[config.mk]
export PLATFORM = sky130hd
export DESIGN_NAME = param_shift_reg
export DESIGN_NICKNAME = d
export VERILOG_FILES = /design/src/rtl/param_shift_reg.sv
export SDC_FILE = /design/constraint.sdc
export NUM_CORES = 1
export LEC_CHECK = 0
export ABC_CLOCK_PERIOD_IN_PS = 2000
export CELL_PAD_IN_SITES_DETAIL_PLACEMENT = 2
export CELL_PAD_IN_SITES_GLOBAL_PLACEMENT = 2
export CORE_AREA = 2 2 77 79
export DETAILED_ROUTE_END_ITERATION = 10
export DIE_AREA = 0 0 79 81
export HOLD_SLACK_MARGIN = 0.06
export PLACE_DENSITY_LB_ADDON = 0.1
export SLEW_MARGIN = 20
export SYNTH_ARGS = -nofsm -noshare
export SYNTH_HDL_FRONTEND = slang
export SYNTH_SLANG_ARGS = --single-unit
[constraint.sdc]
create_clock -name clk -period 2 [get_ports clk]
set_clock_uncertainty 0.1 [all_clocks]
set_input_delay 0.4 -clock clk [delete_from_list [all_inputs] [get_ports clk]]
set_output_delay 0.4 -clock clk [all_outputs]
set_load 0.005 [all_outputs]
[src/rtl/param_shift_reg.sv]
`default_nettype none
// ============================================================================
// Module      : param_shift_reg
// Description : WIDTH-bit register with parallel load, shift/rotate/clear modes
//               and a burst sequencer. Optional parity output is enabled by
//               the PARAM_SHIFT_REG_PARITY_EN macro.
// Revision    : 1.0 - initial release
// ============================================================================
module param_shift_reg #(
  parameter int               WIDTH   = 8,
  parameter logic [WIDTH-1:0] RST_VAL = {WIDTH{1'b0}},
  parameter int               CNT_W   = 4
) (
  input  logic             clk,
  input  logic             rst_async,
  input  logic             rst_sync,
  input  logic             en,
  input  logic [2:0]       mode,
  input  logic [WIDTH-1:0] d,
  input  logic             sin,
  input  logic             start,
  input  logic [CNT_W-1:0] cnt,
  output logic [WIDTH-1:0] q,
  output logic             busy,
  output logic             done
`ifdef PARAM_SHIFT_REG_PARITY_EN
  ,
  output logic             parity
`endif
);

  localparam logic [2:0] c_mode_load = 3'b001;
  localparam logic [2:0] c_mode_shl  = 3'b010;
  localparam logic [2:0] c_mode_shr  = 3'b011;
  localparam logic [2:0] c_mode_rol  = 3'b100;
  localparam logic [2:0] c_mode_ror  = 3'b101;
  localparam logic [2:0] c_mode_asr  = 3'b110;
  localparam logic [2:0] c_mode_clr  = 3'b111;

  localparam logic [CNT_W-1:0] c_cnt_zero = {CNT_W{1'b0}};
  localparam logic [CNT_W-1:0] c_cnt_one  = {{(CNT_W-1){1'b0}}, 1'b1};

  typedef enum logic [0:0] {
    S_IDLE = 1'b0,
    S_RUN  = 1'b1
  } state_t;

  state_t           r_state;
  logic [WIDTH-1:0] r_q;
  logic [CNT_W-1:0] r_rem;
  logic [2:0]       r_op;
  logic             r_busy;
  logic             r_done;

  logic [WIDTH-1:0] w_q_next;
  logic             w_shift_mode;
  logic             w_start_acc;

  function automatic logic [WIDTH-1:0] f_apply(
    input logic [2:0]       op,
    input logic [WIDTH-1:0] cur,
    input logic             s,
    input logic [WIDTH-1:0] ld
  );
    logic [WIDTH-1:0] res;
    res = cur;
    case (op)
      c_mode_load: res = ld;
      c_mode_shl:  res = {cur[WIDTH-2:0], s};
      c_mode_shr:  res = {s, cur[WIDTH-1:1]};
      c_mode_rol:  res = {cur[WIDTH-2:0], cur[WIDTH-1]};
      c_mode_ror:  res = {cur[0], cur[WIDTH-1:1]};
      c_mode_asr:  res = {cur[WIDTH-1], cur[WIDTH-1:1]};
      c_mode_clr:  res = RST_VAL;
      default:     res = cur;
    endcase
    return res;
  endfunction

  // A start only launches a burst for the shift/rotate modes in IDLE.
  always_comb begin
    w_shift_mode = (mode >= c_mode_shl) && (mode <= c_mode_asr);
    w_start_acc  = (r_state == S_IDLE) && en && start && w_shift_mode;
  end

  always_comb begin
    w_q_next = r_q;
    if (rst_sync) begin
      w_q_next = RST_VAL;
    end else if (en) begin
      if (r_state == S_RUN) begin
        w_q_next = f_apply(r_op, r_q, sin, d);
      end else if (w_start_acc) begin
        if (cnt != c_cnt_zero) begin
          w_q_next = f_apply(mode, r_q, sin, d);
        end
      end else begin
        w_q_next = f_apply(mode, r_q, sin, d);
      end
    end
  end

  always_ff @(posedge clk or posedge rst_async) begin
    if (rst_async) begin
      r_state <= S_IDLE;
      r_q     <= RST_VAL;
      r_rem   <= c_cnt_zero;
      r_op    <= 3'b000;
      r_busy  <= 1'b0;
      r_done  <= 1'b0;
    end else begin
      r_q    <= w_q_next;
      r_done <= 1'b0;
      if (rst_sync) begin
        r_state <= S_IDLE;
        r_rem   <= c_cnt_zero;
        r_busy  <= 1'b0;
      end else if (en) begin
        case (r_state)
          S_RUN: begin
            if (r_rem == c_cnt_one) begin
              r_rem   <= c_cnt_zero;
              r_state <= S_IDLE;
              r_busy  <= 1'b0;
              r_done  <= 1'b1;
            end else begin
              r_rem <= r_rem - c_cnt_one;
            end
          end
          default: begin
            if (w_start_acc) begin
              r_op <= mode;
              // Bursts of 0 or 1 shifts finish at the accepting edge.
              if (cnt <= c_cnt_one) begin
                r_done <= 1'b1;
              end else begin
                r_rem   <= cnt - c_cnt_one;
                r_state <= S_RUN;
                r_busy  <= 1'b1;
              end
            end
          end
        endcase
      end
    end
  end

  assign q    = r_q;
  assign busy = r_busy;
  assign done = r_done;

`ifdef PARAM_SHIFT_REG_PARITY_EN
  localparam logic c_rst_parity = ^RST_VAL;

  logic r_parity;

  // Tracks q exactly, so it follows the same hold/reset behaviour.
  always_ff @(posedge clk or posedge rst_async) begin
    if (rst_async) begin
      r_parity <= c_rst_parity;
    end else begin
      r_parity <= ^w_q_next;
    end
  end

  assign parity = r_parity;
`endif

endmodule
`default_nettype wire

==> results of run 1 <==
-- report_power, final --
group / total, uW / internal [uW] / switching (uW)
Combinational: 819 / 408 / 411
Clock: 315 / 175 / 140
Sequential: 500 / 415 / 84.1
-- routing by layer --
metal	wire length, um	vias to the layer above
met5	0	-
met4	27	0
met3	159	2
met2	3370	26
met1	2930	897
li1	-	851
-- path summary, 6_finish.rpt --
check	start	endpoint	slack [ps]	cells past startpoint
worst max-delay path	start	q[7]$_DFFE_PP0P_	40	7
worst min-delay path	rst_async	q[5]$_DFFE_PP0P_	370	3
worst max register to register	r_op[1]$_DFFE_PP0P_	q[5]$_DFFE_PP0P_	100	7
worst min register to register	r_rem[3]$_DFFE_PP0P_	r_rem[3]$_DFFE_PP0P_	450	2
max in group asynchronous	rst_async	q[3]$_DFFE_PP0P_	1200	3
min in group clk	r_rem[3]$_DFFE_PP0P_	r_rem[3]$_DFFE_PP0P_	450	2
-- layout by cell type, fill, tap and decap left out, types with 2 or more instances in the layout --
cell type / instances
dlygate4sd2_1: 2
nor2b_4: 2
mux2_2: 10
nand3b_1: 6
o21ai_0: 20
buf_6: 2
clkbuf_8: 4
nor3_1: 5
nor2_1: 20
nor2b_1: 2
ha_1: 4
a211oi_1: 13
nor2_2: 2
inv_2: 2
inv_1: 9
clkdlybuf4s50_1: 23
ha_2: 2
nand2_1: 7
nand2b_1: 3
o311ai_0: 2
dfrtp_1: 18
xor2_1: 3
mux2i_1: 14
o22ai_1: 7
dlymetal6s2s_1: 3
nor4_1: 2
buf_4: 37
a21oi_1: 8
-- layout make-up --
type / instances / area, um2 / share of cell area [%]
Clock buffer: 4 / 55.1 / 2.24
Inverter: 11 / 41.3 / 1.68
Multi-Input combinational cell: 157 / 1190 / 48.5
Sequential cell: 18 / 450 / 18.3
Tap cell: 75 / 93.8 / 3.81
Timing Repair Buffer: 70 / 627 / 25.5
-- state kept, by name, indices dropped and copies added (netlist names) --
signal   flops
q            8
done         1
r_state      1
r_rem        4
busy         1
r_op         3
-- critical path, delay by kind of cell --
family	cells	cell delay [ps]
buffers and inverters	2	670
muxes	1	320
and+or+nand+nor	2	310
AOI/OAI and AO/OA	2	310
-- logic make-up (layout without fill, tap and decap cells) --
group / Yosys count / after routing / share of synthesized area [%]
xor+xnor: 5 / 5 / 2.96
fa+ha+maj: 6 / 6 / 4.33
buf+inv: 23 / 85 / 6.85
mux: 25 / 25 / 15.4
flops: 18 / 18 / 26.0
simple gates: 58 / 58 / 18.6
compound gates: 63 / 63 / 25.9
-- metrics by stage --
step           total power (uW)  cell area, um2  cells  worst slack (ps)  utilization, %
5_1_grt                    1750            2460    335             0.645            43.4
3_3_place_gp               1250            2330    327              -493            41.1
3_5_place_dp               1300            2330    327              -638            41.1
4_1_cts                    1630            2400    332             0.628            42.4
6_report                   1630            2460    335              40.2            43.4
2_1_floorplan               931            1740    198              35.3               -
-- repair_timing --
action,4_1_cts,5_1_grt
endpoints found under the setup margin,14,10
resized for setup,13,10
buffers inserted,1,3
hold buffers,0,0
pin swaps,3,4
==> results by group, run 1 <==
Setup path
  – Critical path's slowest cell: clkdlybuf4s50_1
  – Element type at the critical path start: input port
  – Critical Path RT: approximately 2100 ps
  – Crit path max fanout: 2
  – CP endpoint kind: flop
  – Critical path arrival: 2010 ps
  – Ordered list of cells on the worst path: clkdlybuf4s50_1 -> nand2b_4 -> nor3_4 -> a31oi_4 -> buf_4 -> o221ai_2 -> mux2_4
  – Setup CP Type: input port to flop
  – Crit-path max cell delay: slightly above 500 ps

Power
  – Leakage: roughly 0.0011 uW
  – Peak supply drop: between 0.2 and 0.3 mV
  – Power density over the cells: approximately 660 nW/um2

STA
  – Setup_tns: 0 ps
  – Unrepaired setup endpoints after global routing: false
  – Slew @ Worst Pin: 602 ps
  – Tmin final: around 2000 ps
  – Endpoints failing setup: 0
  – Final Hold Viols: 0
  – Slew HR: around 60%
  – Fmax achieved: around 0.51 GHz
  – Crit share post-route: a little over nine tenths
  – Max-slew violation count: 0
  – WHS: about 370 ps

Clock network
  – Worst-skew pair later-pin latency: around 260 ps
  – Clock tree buffer depth: 2
  – Clock tree root driver cell: clkbuf_8
  – Clk sinks: 18
  – Max H-tree Level: 1
  – TritonCTS Buffers: 3
  – Clk slew on worst S/H paths: ~80 ps
  – CTS tree: yes

Hold path
  – Worst Hold Class: input port to asynchronous set/reset pin

Synthesis
  – FF+latch count, synth: 18
  – Yosys warnings: 0
  – Post-synth ARST share: 100%
  – Synth Cell Area: around 1700 um2
  – Commonest register cell after synthesis: dfrtp_1
  – Post-synthesis cell count: 198
  – Post-Syn Nets: approximately 230
  – Cell with the most instances after synthesis: nor2_1
  – Area leader, netlist: dfrtp_1
  – Post-synth top cells: nor2_1, o21ai_0, dfrtp_1
  – Number of synthesized flops with an enable pin: 0
  – Sequential share of the synthesized area: between 20% and 30%
  – Synth top area cells: dfrtp_1, mux2i_1, mux2_2
  – Synth top area share: between 20% and 30%
  – Mean area per synthesized cell: 8.76 um2
  – Synth unique cells: 45

Drt
  – Via count: roughly 1,800
  – DRT Pass-1 Iters: 4
  – Wirelength per Cell: 19.3 um
  – DRC: 0
  – DR vias/cell: about 5.3
  – DR iter-0 viols: 48
  – Post-DRT Antenna Nets: 0
  – Final WL: 6.48 mm

GRT
  – GR met3 Demand/Resource: roughly 2.4%
  – Met1 Resource Use GR: around 27%
  – GRT overflow: 0
  – Largest net degree at the start of global routing: 19
  – Top Usage Layer GRT: met2
  – Gr usage total: 21.2%
  – Initial antenna violation count: 0
  – Met2 Use GR: 38.1%
  – Number of global-route vias before repair: between 1,500 and 2,000
  – Global-route wire length before repair: 10.4 mm

Placed design
  – Port Buf Inserts: 30
  – Global placer's final weighted congestion: approximately 0.9
  – DP HPWL: between 4 and 5 mm

Floorplanning
  – Initial Util: 30.6%
  – Row count: 28
  – Ports: 31
  – Core ar.: around 5700 um2
  – Die H: roughly 80 um
  – Die area: around 6400 um2
  – Die Wd: about 79 um

Cells and area
  – Fillers: roughly 620
  – N_diodes: 0
  – Area Growth Syn to Fin: 41.9%
  – Proportion of layout cells with a drive suffix above 1: between 20% and 30%
  – Layout net count: between 200 and 300

Status
  – Status: finished clean

Job
  – Max_cap viols: 0
No activity file was read; power rests on OpenSTA's default activity.
==> run 2: changes to the inputs <==
- SKIP_CTS_REPAIR_TIMING: not set -> 1
==> results by group, run 2 (synthesis gave the netlist of run 1 again) <==
Status
  – Status: finished clean

Setup path
  – R2r startpoint: r_op[1]$_DFFE_PP0P_
  – CP endpoint kind: flop
  – Crit-path max cell delay: 440 ps (-70 ps)
  – Crit path max fanout: 4 (+2)
  – Critical Path RT: 2050 ps (about the same)
  – Setup crit start: cnt[0]
  – Element type at the critical path start: input port
  – Critical path arrival: 1960 ps (-50 ps)
  – Setup CP Type: input port to flop
  – Critical path's slowest cell: a2111oi_4
  – Ordered list of cells on the worst path: clkbuf_2 -> inv_2 -> ha_2 -> or2_4 -> a2111oi_4 -> o21ai_1 -> nor2b_4 -> o22a_1

Clock network
  – Clk slew on worst S/H paths: 80 ps (about the same)
  – CTS tree: yes
  – Clk sinks: 18 (unchanged)
  – Clock tree buffer depth: 2 (unchanged)
  – Worst-skew pair later-pin latency: 260 ps (about the same)
  – Max H-tree Level: 1 (unchanged)
  – TritonCTS Buffers: 3 (unchanged)
  – Clock tree root driver cell: clkbuf_8

Floorplanning
  – Core ar.: 5680 um2 (unchanged)
  – Die area: 6400 um2 (unchanged)
  – Die H: 81 um (unchanged)
  – Die Wd: 79 um (unchanged)
  – Initial Util: 30.6% (unchanged)
  – Row count: 28 (unchanged)
  – Ports: 31 (unchanged)

STA
  – Unrepaired setup endpoints after global routing: false
  – Setup_tns: 0 ps (unchanged)
  – Slew HR: 59.6% (about the same)
  – Fmax achieved: 0.523 GHz (+2.6%)
  – WHS: 368 ps (-0.689 ps)
  – Endpoints failing setup: 0 (unchanged)
  – Final Hold Viols: 0 (unchanged)
  – Crit share post-route: 95.5% (-2.5 points)
  – Slew @ Worst Pin: 603 ps (+0.826 ps)
  – Max-slew violation count: 0 (unchanged)
  – Tmin final: 1910 ps (-49.1 ps)

Cells and area
  – Register area: 450 um2 (unchanged)
  – Multi-input logic area: 1190 um2 (-0.21%)
  – Proportion of layout cells with a drive suffix above 1: 29.0% (-0.27 points)
  – Max reg flops: 8 (unchanged)
  – Layout net count: 287 (-0.35%)
  – Most common cell after layout, fill and taps aside: buf_4
  – Most frequent cells in the layout: buf_4, clkdlybuf4s50_1, nor2_1, o21ai_0, dfrtp_1
  – N_diodes: 0 (unchanged)
  – Fillers: 627 (+0.48%)
  – Area Growth Syn to Fin: 41.1%
  – Final core utilization: 43.1% (-0.24 points)

Placed design
  – Port Buf Inserts: 30 (unchanged)
  – DP HPWL: 5.00 mm (unchanged)
  – Global placer's final weighted congestion: 0.881 (unchanged)

GRT
  – Number of global-route vias before repair: 1,949 (-0.51%)
  – GRT overflow: 0 (unchanged)
  – Global-route wire length before repair: 10.3 mm (-0.99%)
  – Initial antenna violation count: 0 (unchanged)
  – Gr usage total: 21.0% (-0.16 points)
  – Largest net degree at the start of global routing: 19 (unchanged)

Power
  – Peak supply drop: 0.255 mV (about the same)
  – Power density over the cells: 665 nW/um2 (+0.20%)
  – Leakage: 0.00108 uW (+1.8%)

Job
  – Max_cap viols: 0 (unchanged)

Drt
  – DRT Pass-1 Iters: 4 (unchanged)
  – DRC: 0 (unchanged)
  – Post-DRT Antenna Nets: 0 (unchanged)
  – Final WL: 6.43 mm (-0.83%)
  – DR vias/cell: 5.34 (+0.64%)
  – Via count: 1,782 (+0.34%)
  – DR iter-0 viols: 59 (+23%)
  – Wirelength per Cell: 19.2 um (-0.54%)

Hold path
  – Worst Hold Class: input port to asynchronous set/reset pin
-- run 2: path summary, 6_finish.rpt --
kind                            cells past startpoint  slack [ps]                   end
max in group asynchronous                           3        1200      q[3]$_DFFE_PP0P_
worst max-delay path                                8          90  r_rem[2]$_DFFE_PP0P_
worst min register to register                      2         450  r_rem[3]$_DFFE_PP0P_
min in group clk                                    2         450  r_rem[3]$_DFFE_PP0P_
worst max register to register                      7         100      q[5]$_DFFE_PP0P_
worst min-delay path                                3         370      q[5]$_DFFE_PP0P_
-- run 2: cell type report --
cell class                      count  share of cell area, %
Clock buffer                        4                   2.25
Inverter                           11                   1.69
Multi-Input combinational cell    157                   48.7
Sequential cell                    18                   18.4
Tap cell                           75                   3.83
Timing Repair Buffer               69                   25.1
-- run 2: metal layers --
metal	share of wire, %	up-vias	GRT usage [%]
met5	0	-	0
met1	45	910	26.5
met3	2.2	2	2.44
li1	-	850	-
met4	0.42	0	5.34
met2	52	20	38.1
-- run 2: where the power goes --
group	leakage [uW]	switching (uW)	internal (uW)	total, uW
combinational	0.000818	409	404	812
sequential	0.000235	83.9	415	499
clock	0.0000288	141	175	316
total	0.00108	633	994	1630
-- run 2: stage by stage --
stage	worst slack [ps]	std cells	total power [uW]	instance area, um2
2_1_floorplan	35.3	198	931	1740
3_3_place_gp	-493	327	1250	2330
3_5_place_dp	-638	327	1300	2330
4_1_cts	-361	331	1630	2390
5_1_grt	11.1	334	1740	2450
6_report	89.3	334	1630	2450
-- run 2: worst max-delay path: cells and delay by family --
kind | cells | cell delay, ps
AND/OR/NAND/NOR | 2 | 410
buffers and inverters | 2 | 170
adder cells (fa/ha/maj) | 1 | 180
AO/OA/AOI/OAI | 3 | 800
